$ cat config.mk
export PLATFORM = sky130hd
export DESIGN_NAME = wb_arbiter_2m_flat
export DESIGN_NICKNAME = d
export VERILOG_FILES = /design/src/rtl/wb_arbiter_2m_if.sv /design/src/rtl/wb_arbiter_2m.sv /design/src/flat_wrapper.sv
export SDC_FILE = /design/constraint.sdc
export NUM_CORES = 1
export LEC_CHECK = 0
export ABC_AREA = 1
export ABC_CLOCK_PERIOD_IN_PS = 3510
export BUFFER_PORTS_ARGS = -buffer_cell sky130_fd_sc_hd__buf_2
export CAP_MARGIN = 20
export CORE_AREA = 4 4 122 124
export CTS_BUF_LIST = sky130_fd_sc_hd__clkbuf_8
export DETAILED_ROUTE_END_ITERATION = 8
export DIE_AREA = 0 0 126 128
export HOLD_SLACK_MARGIN = 0.03
export PLACE_DENSITY_LB_ADDON = 0.12
export SLEW_MARGIN = 20
export SYNTH_ARGS = -nofsm -noshare
export SYNTH_HDL_FRONTEND = slang
export SYNTH_SLANG_ARGS = --single-unit
$ cat constraint.sdc
create_clock -name clk_in -period 3.51 [get_ports clk_in]
set_input_delay 0.702 -clock clk_in [delete_from_list [all_inputs] [get_ports clk_in]]
set_output_delay 0.702 -clock clk_in [all_outputs]
set_load 0.005 [all_outputs]
$ cat src/rtl/wb_arbiter_2m_if.sv
// rtl/wb_arbiter_2m_if.sv - Classic 32-bit Wishbone bus bundle shared by the arbiter and its neighbours.
interface wb_bus;
  logic        cyc;
  logic        stb;
  logic        we;
  logic [31:0] adr;
  logic [31:0] dat_w;
  logic [3:0]  sel;
  logic        ack;
  logic        err;
  logic [31:0] dat_r;

  modport master (
    output cyc, stb, we, adr, dat_w, sel,
    input  ack, err, dat_r
  );

  modport slave (
    input  cyc, stb, we, adr, dat_w, sel,
    output ack, err, dat_r
  );
endinterface

$ cat src/rtl/wb_arbiter_2m.sv
// rtl/wb_arbiter_2m.sv - Two-master round-robin Wishbone arbiter, grant held per CYC frame.
// Optional stuck-slave watchdog with DRAIN state is built when WB_ARB_TIMEOUT_EN is defined.
module wb_arbiter_2m #(
  parameter int unsigned TIMEOUT_CYCLES = 255
) (
  input  logic       clk_in,
  input  logic       reset_in,
  wb_bus.slave       m0_bus,
  wb_bus.slave       m1_bus,
  wb_bus.master      out_bus,
  output logic [1:0] grant_out
);

  typedef enum logic [1:0] {
    IDLE = 2'd0,
    OWN0 = 2'd1,
`ifdef WB_ARB_TIMEOUT_EN
    OWN1 = 2'd2,
    DRAIN = 2'd3
`else
    OWN1 = 2'd2
`endif
  } state_t;

  state_t state_q, state_d;
  // Set means m1 was granted most recently; while owning or draining it also names the owner.
  logic last_grant_q, last_grant_d;

  logic        own0, own1, own_any;
  logic        own_cyc, own_stb, own_we;
  logic [31:0] own_adr, own_dat_w;
  logic [3:0]  own_sel;
  logic        timeout_hit;

  if (TIMEOUT_CYCLES < 1 || TIMEOUT_CYCLES > 65535) begin : g_timeout_cycles_out_of_range
  end

  assign own0    = (state_q == OWN0);
  assign own1    = (state_q == OWN1);
  assign own_any = own0 | own1;

  assign own_cyc   = last_grant_q ? m1_bus.cyc   : m0_bus.cyc;
  assign own_stb   = last_grant_q ? m1_bus.stb   : m0_bus.stb;
  assign own_we    = last_grant_q ? m1_bus.we    : m0_bus.we;
  assign own_adr   = last_grant_q ? m1_bus.adr   : m0_bus.adr;
  assign own_dat_w = last_grant_q ? m1_bus.dat_w : m0_bus.dat_w;
  assign own_sel   = last_grant_q ? m1_bus.sel   : m0_bus.sel;

`ifdef WB_ARB_TIMEOUT_EN
  localparam logic [15:0] TMO_LAST = 16'(TIMEOUT_CYCLES - 1);

  logic [15:0] cnt_q, cnt_d;

  // Fires on the TIMEOUT_CYCLES-th unanswered strobe cycle; independent of ack to avoid a loop via the slave.
  assign timeout_hit = own_any & own_cyc & own_stb & (cnt_q == TMO_LAST);

  always_comb begin
    cnt_d = cnt_q;
    if (!own_any) begin
      cnt_d = 16'd0;
    end else if (out_bus.ack || out_bus.err) begin
      cnt_d = 16'd0;
    end else if (own_cyc && own_stb) begin
      cnt_d = cnt_q + 16'd1;
    end
  end

  always_ff @(posedge clk_in) begin
    if (reset_in) begin
      cnt_q <= 16'd0;
    end else begin
      cnt_q <= cnt_d;
    end
  end
`else
  assign timeout_hit = 1'b0;
`endif

  always_comb begin
    state_d      = state_q;
    last_grant_d = last_grant_q;
    case (state_q)
      IDLE: begin
        if (m0_bus.cyc && (!m1_bus.cyc || last_grant_q)) begin
          state_d      = OWN0;
          last_grant_d = 1'b0;
        end else if (m1_bus.cyc) begin
          state_d      = OWN1;
          last_grant_d = 1'b1;
        end
      end
      OWN0, OWN1: begin
        if (!own_cyc) begin
          state_d = IDLE;
`ifdef WB_ARB_TIMEOUT_EN
        end else if (timeout_hit) begin
          state_d = DRAIN;
`endif
        end
      end
`ifdef WB_ARB_TIMEOUT_EN
      DRAIN: begin
        if (!own_cyc) begin
          state_d = IDLE;
        end
      end
`endif
      default: state_d = IDLE;
    endcase
  end

  always_comb begin
    out_bus.cyc   = 1'b0;
    out_bus.stb   = 1'b0;
    out_bus.we    = 1'b0;
    out_bus.adr   = 32'h0;
    out_bus.dat_w = 32'h0;
    out_bus.sel   = 4'h0;
    m0_bus.ack    = 1'b0;
    m0_bus.err    = 1'b0;
    m0_bus.dat_r  = 32'h0;
    m1_bus.ack    = 1'b0;
    m1_bus.err    = 1'b0;
    m1_bus.dat_r  = 32'h0;
    grant_out     = {own1, own0};
    if (own_any) begin
      out_bus.cyc   = own_cyc & ~timeout_hit;
      out_bus.stb   = own_stb & ~timeout_hit;
      out_bus.we    = own_we;
      out_bus.adr   = own_adr;
      out_bus.dat_w = own_dat_w;
      out_bus.sel   = own_sel;
    end
    if (own0) begin
      m0_bus.ack   = out_bus.ack & ~timeout_hit;
      m0_bus.err   = out_bus.err | timeout_hit;
      m0_bus.dat_r = out_bus.dat_r;
    end
    if (own1) begin
      m1_bus.ack   = out_bus.ack & ~timeout_hit;
      m1_bus.err   = out_bus.err | timeout_hit;
      m1_bus.dat_r = out_bus.dat_r;
    end
  end

  always_ff @(posedge clk_in) begin
    if (reset_in) begin
      state_q      <= IDLE;
      last_grant_q <= 1'b1;
    end else begin
      state_q      <= state_d;
      last_grant_q <= last_grant_d;
    end
  end

endmodule

$ cat src/flat_wrapper.sv
// flat-port wrapper written by rule: the top's interface ports become plain ports
module wb_arbiter_2m_flat 
#(
  parameter int unsigned TIMEOUT_CYCLES = 255
)
  (clk_in, reset_in, grant_out, m0_bus_cyc, m0_bus_stb, m0_bus_we, m0_bus_adr, m0_bus_dat_w, m0_bus_sel, m0_bus_ack, m0_bus_err, m0_bus_dat_r, m1_bus_cyc, m1_bus_stb, m1_bus_we, m1_bus_adr, m1_bus_dat_w, m1_bus_sel, m1_bus_ack, m1_bus_err, m1_bus_dat_r, out_bus_cyc, out_bus_stb, out_bus_we, out_bus_adr, out_bus_dat_w, out_bus_sel, out_bus_ack, out_bus_err, out_bus_dat_r);
  wb_bus m0_bus_i ();
  wb_bus m1_bus_i ();
  wb_bus out_bus_i ();
  input  logic clk_in;
  input  logic reset_in;
  output logic [1:0] grant_out;
  input wire logic [$bits(m0_bus_i.cyc)-1:0] m0_bus_cyc;
  input wire logic [$bits(m0_bus_i.stb)-1:0] m0_bus_stb;
  input wire logic [$bits(m0_bus_i.we)-1:0] m0_bus_we;
  input wire logic [$bits(m0_bus_i.adr)-1:0] m0_bus_adr;
  input wire logic [$bits(m0_bus_i.dat_w)-1:0] m0_bus_dat_w;
  input wire logic [$bits(m0_bus_i.sel)-1:0] m0_bus_sel;
  output wire logic [$bits(m0_bus_i.ack)-1:0] m0_bus_ack;
  output wire logic [$bits(m0_bus_i.err)-1:0] m0_bus_err;
  output wire logic [$bits(m0_bus_i.dat_r)-1:0] m0_bus_dat_r;
  input wire logic [$bits(m1_bus_i.cyc)-1:0] m1_bus_cyc;
  input wire logic [$bits(m1_bus_i.stb)-1:0] m1_bus_stb;
  input wire logic [$bits(m1_bus_i.we)-1:0] m1_bus_we;
  input wire logic [$bits(m1_bus_i.adr)-1:0] m1_bus_adr;
  input wire logic [$bits(m1_bus_i.dat_w)-1:0] m1_bus_dat_w;
  input wire logic [$bits(m1_bus_i.sel)-1:0] m1_bus_sel;
  output wire logic [$bits(m1_bus_i.ack)-1:0] m1_bus_ack;
  output wire logic [$bits(m1_bus_i.err)-1:0] m1_bus_err;
  output wire logic [$bits(m1_bus_i.dat_r)-1:0] m1_bus_dat_r;
  output wire logic [$bits(out_bus_i.cyc)-1:0] out_bus_cyc;
  output wire logic [$bits(out_bus_i.stb)-1:0] out_bus_stb;
  output wire logic [$bits(out_bus_i.we)-1:0] out_bus_we;
  output wire logic [$bits(out_bus_i.adr)-1:0] out_bus_adr;
  output wire logic [$bits(out_bus_i.dat_w)-1:0] out_bus_dat_w;
  output wire logic [$bits(out_bus_i.sel)-1:0] out_bus_sel;
  input wire logic [$bits(out_bus_i.ack)-1:0] out_bus_ack;
  input wire logic [$bits(out_bus_i.err)-1:0] out_bus_err;
  input wire logic [$bits(out_bus_i.dat_r)-1:0] out_bus_dat_r;
  assign m0_bus_i.cyc = m0_bus_cyc;
  assign m0_bus_i.stb = m0_bus_stb;
  assign m0_bus_i.we = m0_bus_we;
  assign m0_bus_i.adr = m0_bus_adr;
  assign m0_bus_i.dat_w = m0_bus_dat_w;
  assign m0_bus_i.sel = m0_bus_sel;
  assign m0_bus_ack = m0_bus_i.ack;
  assign m0_bus_err = m0_bus_i.err;
  assign m0_bus_dat_r = m0_bus_i.dat_r;
  assign m1_bus_i.cyc = m1_bus_cyc;
  assign m1_bus_i.stb = m1_bus_stb;
  assign m1_bus_i.we = m1_bus_we;
  assign m1_bus_i.adr = m1_bus_adr;
  assign m1_bus_i.dat_w = m1_bus_dat_w;
  assign m1_bus_i.sel = m1_bus_sel;
  assign m1_bus_ack = m1_bus_i.ack;
  assign m1_bus_err = m1_bus_i.err;
  assign m1_bus_dat_r = m1_bus_i.dat_r;
  assign out_bus_cyc = out_bus_i.cyc;
  assign out_bus_stb = out_bus_i.stb;
  assign out_bus_we = out_bus_i.we;
  assign out_bus_adr = out_bus_i.adr;
  assign out_bus_dat_w = out_bus_i.dat_w;
  assign out_bus_sel = out_bus_i.sel;
  assign out_bus_i.ack = out_bus_ack;
  assign out_bus_i.err = out_bus_err;
  assign out_bus_i.dat_r = out_bus_dat_r;
  wb_arbiter_2m #(.TIMEOUT_CYCLES(TIMEOUT_CYCLES)) u_core (.clk_in(clk_in), .reset_in(reset_in), .m0_bus(m0_bus_i), .m1_bus(m1_bus_i), .out_bus(out_bus_i), .grant_out(grant_out));
endmodule
Yosys cells after proc, flatten, opt, wreduce, memory -nomap -nowiden
Index checks and enable logic that the tools add are counted.

Register bits after elaboration: 3. ROM bits: 0. Memories kept: 0. Word-level logic and storage cells: 39. Output and inout port bits: 141. Memory bits (writable): 0. Input port bits: 178. Latch bits: 0.

Multiplexer cells: 24. Multiply operators: 0. Reduce and logical (&&, ||, !) cells: 8. Bitwise logic cells: 1. Order comparisons: 0. Shift-type cells: 0. Divide/modulo/power cells: 0. Equality and inequality tests: 4. Add/sub/neg operators: 0.

Operators by type and width (count): 32-bit 2-to-1 mux (6); 1-bit 2-to-1 mux (12); 4-bit 2-to-1 mux (2); 2-bit 2-to-1 mux (3); 2-bit one-hot mux with 2 select lines (1); 2-bit AND reduction (2); 3-bit by 2-bit inequality test with 1-bit output, second input constant (1); 2-bit by 1-bit == test with 1-bit output, second input constant (1); 2-bit == test, second input constant (1); 2-bit zero test (1); 2-bit inequality test, second input constant (1); 2-bit nonzero test (1); 2-bit OR reduction (1); 1-bit logical AND (1); 1-bit zero test (1); 1-bit logical OR (1); 1-bit bitwise OR (1).

Logic depth before layout (Yosys ltp)
Gate-level depths: netlist of the first run.

Depth in word-level cells: 5. Gate-level depth with buffers: 8. Mapped depth without buffers: 7.

Worst setup path after synthesis of the first run
Ideal clock, no wire load.

Kind: register -> output. Start point: register u_core.state_q[0]. End point: output port out_bus_adr[0]. Setup slack: 1.698 ns. Buffers on the path: 1. Required time: 2.808 ns. Cell stages (with the launch flop): 6. Arrival: 1.110 ns. Cell sequence: dfxtp_1 -> inv_1 -> ha_1 -> buf_2 -> o21ai_0 -> nor2_1.

Cells in the longest elaborated chain, start to end: 3. Elaborated cells on any way between the ends: 4. Classes of those cells: eq/ne (2); mux (1); bitwise (1).

Ends and longest elaborated chain: start: declaration (line wb_arbiter_2m.sv:25) `state_t state_q, state_d;`; start signal: assignment (line wb_arbiter_2m.sv:151) `state_q <= state_d;`; 2-bit by 1-bit == test with 1-bit output / 2-bit == test (equally long branches) (line wb_arbiter_2m.sv:38, wb_arbiter_2m.sv:39); 1-bit bitwise OR * (line wb_arbiter_2m.sv:40) `assign own_any = own0 | own1;`; 32-bit 2-to-1 mux * (line wb_arbiter_2m.sv:126) `if (own_any) begin`; end: declaration (line flat_wrapper.sv:34) `output wire logic [$bits(out_bus_i.adr)-1:0] out_bus_adr;`.

Every way passes the cells marked *; elsewhere a longest branch is shown, timed or not.

Worst setup path in the final report of the first run
Start point: register u_core.state_q[0]. End point: output port out_bus_adr[7].

Same word-level chain as after synthesis.

==> flow_metrics.py, run 1 <==
metrics = {
    "yosys": {
        "yosys.cell_count.top_type": "nor2_1",
        "syn_nets": 592,
        "synth_area_leader_cell": "nor2_1",
        "synth_area_um2": 1775,
        "ys_seq_area_share_pct": 3.383,
        "async_flop_share_pct": 0,
        "synth_edf_count": 0,
        "avgSynthCellArea_um2": 4.320,
        "ys_seq_elements": 3,
        "syn_inst": 411,
        "ys_warn_count": 0,
        "synth_top_area_share_pct": 30.02,
        "synthDistinctLibCells": 15,
        "ys.flop_type": "dfxtp_1",
        "ys_top_cells_by_area": "nor2_1, o21ai_0, nand2_1",
        "synth_common_cells": "nor2_1, nand2_1, inv_1",
    },
    "critical_path": {
        "rr_startpoint": "u_core.state_q[0]",
        "cp-end-kind": "output pin",
        "reg2reg_depth": 6,
        "path_delay_family": "buffers and inverters",
        "r2r_setup_slack_ps": 1780,
        "endpoint": "out_bus_adr[7]",
        "crit_type": "flip-flop to output pin",
        "cp_max_fo": 71,
        "worstPathCellList": "inv_1 > ha_1 > buf_4 > o21ai_0 > nor2_1 > buf_2",
        "crit_arrival_ps": 1880,
        "cp_slowest_cell": "buf_4",
        "worst-path-stages": 6,
        "cp-start-kind": "flip-flop",
        "critical_path_required_ps": 2810,
        "cp-startpoint": "u_core.state_q[0]",
        "cpPeakStageDelay_ps": 470,
        "r2r_end": "u_core.state_q[1]",
        "worst-path-buf-inv": 3,
    },
    "final_layout": {
        "antenna_cells": 0,
        "final_nets": 887,
        "drive_gt1_share_pct": 46.67,
        "num-fill-cells": 1645,
        "syn_to_final_growth_pct": 96.97,
        "fin_area_um2": 3497,
        "fin_util_pct": 25.39,
    },
    "die": {
        "die_w_um": 126,
        "initial_core_util_pct": 12.89,
        "die_h_um": 128,
        "die_area_um2": 16130,
        "ioPinCount": 319,
        "fp-row-count": 43,
        "core-area_um2": 13770,
    },
    "clocking": {
        "path_clk_slew_ps": 30,
        "tritoncts": "built",
        "ctsHoldBuffers": 0,
        "htree_levels": 1,
        "cts_sinks": 3,
        "cts_made_buffers": 3,
        "clk_path_buf_depth": 2,
        "cts_root_buf": "clkbuf_8",
        "post_cts_buffers": 0,
        "postCtsResizedCells": 0,
        "clkLatencyLatePin_ps": 210,
    },
    "sta": {
        "skew_ps": 0.6403,
        "fin_hold_ws_ps": 528.9,
        "layout_min_cycle_time_ps": 2581,
        "setup_viol": 0,
        "timing.fmax_mhz": 387.4,
        "hold_viol": 0,
        "post-route-period-util_pct": 73.54,
        "max_slew_margin_pct": 51.46,
        "rsz0062_at_grt": "no",
        "slew_viol_final": 0,
        "tns_ps": 0,
        "worstMarginPinSlew_ps": 728.0,
    },
    "pwr": {
        "power_mw": 2.366,
        "ir_worst_vdd_mv": 0.2559,
        "leakage_nw": 2.658,
        "p_per_area_nw_per_um2": 676.4,
    },
    "flow_run": {
        "cap_violations": 0,
    },
    "global_routing": {
        "gr-usage-met2_pct": 21.85,
        "grt_pass1_wl_um": 15130,
        "grt-ovfl-total": 0,
        "met3_usage_pct": 3.208,
        "grt_start_max_net_pins": 74,
        "grt_use_total_pct": 11.05,
        "antenna_found_initial": 0,
        "grt_pass1_vias": 3183,
        "met1_usage_pct": 11.51,
        "gr-max-usage-layer": "met2",
    },
    "run_status": {
        "outcome": "completed",
    },
    "routing": {
        "drt_iter0_drc": 71,
        "drt.antenna.violating_nets": 0,
        "drc": 0,
        "dr.pass1.iters": 4,
        "wirelength_um": 9993,
        "viasPerCell": 3.861,
        "wl_per_cell_um": 11.29,
        "vias": 3417,
    },
    "place": {
        "routabilityCongestion": 0.8144,
        "hpwl_um": 8198,
        "place_area_um2": 3452,
        "io_buffers": 318,
    },
    "min_path": {
        "hp-class": "flip-flop to flip-flop",
    },
}
through the flow:
| stage | worst slack [ps] | std cells |
|---|---|---|
| CTS | 879.9 | 885 |
| finish | 928.7 | 885 |
| global route | 724.0 | 885 |
| floorplan | 1698 | 411 |
| global placement | 1178 | 881 |
| detailed placement | 1139 | 881 |
registers in the layout (all words and copies together), names as in the netlist:
register             flops
u_core.state_q           2
u_core.last_grant_q      1
layout make-up:
class                   count  area, um2  area share (%)
clock buffers               3      41.29           1.181
clock inverters             1      3.754          0.1073
inverters                  75      284.0           8.122
multi-input cells         301       1260           36.03
flip-flops and latches      3      61.31           1.753
well taps                 180      225.2           6.440
repair buffers            322       1622           46.37
cell usage in the layout (no fill, tap or decap), drive strengths merged:
master | Yosys | routed
nand3 | 5 | 5
a21oi | 2 | 2
clkbuf | 7 | 3
o21ai | 70 | 70
nor2 | 142 | 142
inv | 75 | 76
nand2 | 79 | 79
buf | 25 | 322
ha | 3 | 3
dfxtp | 3 | 3
cells by family (layout without fill, tap and decap cells):
logic type | after synthesis | in the layout | synth area share (%)
AOI/OAI and AO/OA | 72 | 72 | 20.30
adders and majority gates | 3 | 3 | 2.114
buffers and inverters | 107 | 401 | 25.65
DFF | 3 | 3 | 3.383
and+or+nand+nor | 226 | 226 | 48.56
report_power, final:
group          internal (mW)  switching, mW  total (mW)
logic                  0.911           1.29        2.21
registers             0.0506         0.0129      0.0635
clock network         0.0744         0.0221      0.0965
how the worst min path moves through the flow:
stage                                    to  slack (ps)         startpoint  cells past startpoint
after floorplan           u_core.state_q[1]         480  u_core.state_q[1]                      2
after global placement    u_core.state_q[1]         490  u_core.state_q[1]                      2
after detailed placement  u_core.state_q[0]         530  u_core.state_q[0]                      2
after CTS                 u_core.state_q[1]         540  u_core.state_q[1]                      2
after global routing      u_core.state_q[1]         570  u_core.state_q[1]                      2
final                     u_core.state_q[1]         530  u_core.state_q[1]                      2
per-layer routing:
layer / routed length [um] / part of all wire [%]
met1: 3519 / 35
met2: 5296 / 53
met3: 1103 / 11
met4: 73 / 0.73
met5: 0 / 0
tightest hold or removal path, cell delays in order (launching register included):
cell and delay (ps):
dfxtp_1 340, a21oi_1 50, nor2_1 100
Power figures use the tool's default switching activity.
==> inputs of run 2 (changes only) <==
ABC_CLOCK_PERIOD_IN_PS = 2670   (was 3510)
clock period = 2.67 ns   (was 3.51 ns; I/O delays follow)
==> flow_metrics.py, run 2 (synthesis gave the netlist of run 1 again) <==
metrics = {
    "sta": {
        "skew_ps": 0.1674,
        "fin_hold_ws_ps": 516.7,
        "post-route-period-util_pct": 80.07,
        "setup_viol": 0,
        "timing.fmax_mhz": 467.7,
        "hold_viol": 0,
        "worstMarginPinSlew_ps": 725.8,
        "tns_ps": 0,
        "layout_min_cycle_time_ps": 2138,
        "slew_viol_final": 0,
        "max_slew_margin_pct": 51.61,
        "rsz0062_at_grt": "no",
    },
    "clocking": {
        "ctsHoldBuffers": 0,
        "tritoncts": "built",
        "clk_path_buf_depth": 2,
        "post_cts_buffers": 0,
        "cts_sinks": 3,
        "cts_made_buffers": 3,
        "path_clk_slew_ps": 30,
        "clkLatencyLatePin_ps": 210,
        "htree_levels": 1,
        "cts_root_buf": "clkbuf_8",
        "postCtsResizedCells": 0,
    },
    "critical_path": {
        "cp-end-kind": "output pin",
        "crit_arrival_ps": 1600,
        "cp-startpoint": "u_core.state_q[0]",
        "r2r_setup_slack_ps": 1210,
        "worstPathCellList": "inv_1 > ha_1 > buf_12 > o21ai_0 > nor2_1 > buf_2",
        "endpoint": "out_bus_adr[23]",
        "cpPeakStageDelay_ps": 350,
        "cp_max_fo": 71,
        "cp-start-kind": "flip-flop",
        "reg2reg_depth": 6,
        "crit_type": "flip-flop to output pin",
        "critical_path_required_ps": 2140,
        "r2r_end": "u_core.state_q[0]",
        "cp_slowest_cell": "dfxtp_1",
        "rr_startpoint": "u_core.state_q[0]",
    },
    "final_layout": {
        "syn_to_final_growth_pct": 98.10,
        "antenna_cells": 0,
        "layout_commonest_cell": "buf_2",
        "reg_top3": "u_core.state_q x2, u_core.last_grant_q x1",
        "fin_util_pct": 25.54,
        "final_nets": 888,
        "largest_reg_flops": 2,
        "drive_gt1_share_pct": 46.74,
        "final_cell_mix": "buf_2, nor2_1, nand2_1",
        "final_cells": 886,
        "top_register": "u_core.state_q",
    },
    "global_routing": {
        "antenna_found_initial": 0,
        "grt-ovfl-total": 0,
        "grt_pass1_vias": 3222,
        "grt_pass1_wl_um": 15000,
        "grt_start_max_net_pins": 74,
        "grt_use_total_pct": 10.98,
    },
    "min_path": {
        "hp-class": "flip-flop to flip-flop",
    },
    "pwr": {
        "ir_worst_vdd_mv": 0.5692,
        "p_int_mw": 1.408,
        "p_sw_share_pct": 55.31,
        "p_seq_share_pct": 2.7,
        "p_switching_mw": 1.743,
        "pwr-share-clk_pct": 4.0,
        "power_frac_comb_pct": 93.3,
        "leakage_nw": 2.666,
        "p_per_area_nw_per_um2": 895.8,
    },
    "run_status": {
        "outcome": "completed",
    },
    "routing": {
        "wirelength_um": 9796,
        "drt.antenna.violating_nets": 0,
        "drt_iter0_drc": 94,
        "viasPerCell": 3.812,
        "drc": 0,
        "wl_per_cell_um": 11.06,
        "vias": 3377,
        "dr.pass1.iters": 4,
    },
    "place": {
        "io_buffers": 318,
        "routabilityCongestion": 0.8081,
        "placed_cells": 882,
        "hpwl_um": 8126,
    },
    "die": {
        "die_w_um": 126,
        "core-area_um2": 13770,
        "die_h_um": 128,
        "fp-row-count": 43,
        "ioPinCount": 319,
        "initial_core_util_pct": 12.89,
        "die_area_um2": 16130,
    },
    "flow_run": {
        "cap_violations": 0,
    },
}
[run 2: worst max-delay path: cells and delay by family, from the launching register on]
family                   cells  cell delay (ps)
AND/OR/NAND/NOR              1              110
AO/OA/AOI/OAI                1              140
adder cells (fa/ha/maj)      1              320
buffers and inverters        3              430
flip-flops                   1              350
[run 2: metal layers]
layer	vias to the layer above	wire, um	global-route usage [%]
met5	-	0	0
met3	8	1126	3.500
met4	0	125	2.650
li1	1796	-	-
met2	196	5108	21.63
met1	1377	3436	11.16
[run 2: per-stage QoR]
stage	worst slack [ps]	area, um2	power (mW)
finish	532.1	3517	3.151
global route	335.1	3517	3.618
CTS	508.5	3517	3.231
detailed placement	746.5	3472	3.085
global placement	783.0	3472	3.108
floorplan	1026	1775	1.804
[run 2: cell type report]
class                           count  area, um2
Clock inverter                      1      3.754
Clock buffer                        3      41.29
Fill cell                        1605      10260
Sequential cell                     3      61.31
Tap cell                          180      225.2
Inverter                           75      284.0
Multi-Input combinational cell    301       1260
Timing Repair Buffer              323       1642
[run 2: worst min path at each step]
stage	from	endpoint	slack, ps	cells past startpoint
CTS	u_core.state_q[1]	u_core.state_q[1]	520	2
detailed placement	u_core.state_q[1]	u_core.state_q[1]	520	2
global route	u_core.state_q[1]	u_core.state_q[1]	560	2
finish	u_core.state_q[1]	u_core.state_q[1]	520	2
floorplan	u_core.state_q[1]	u_core.state_q[1]	480	2
global placement	u_core.state_q[1]	u_core.state_q[1]	500	2
[run 2: power by group through the flow]
stage          registers [mW]  clock network [mW]  logic [mW]
2_1_floorplan          0.0766                   0        1.73
3_3_place_gp           0.0835                   0        3.02
3_5_place_dp           0.0849                   0        3.00
4_1_cts                0.0846               0.132        3.01
5_1_grt                0.0872               0.138        3.39
6_report               0.0838               0.126        2.94
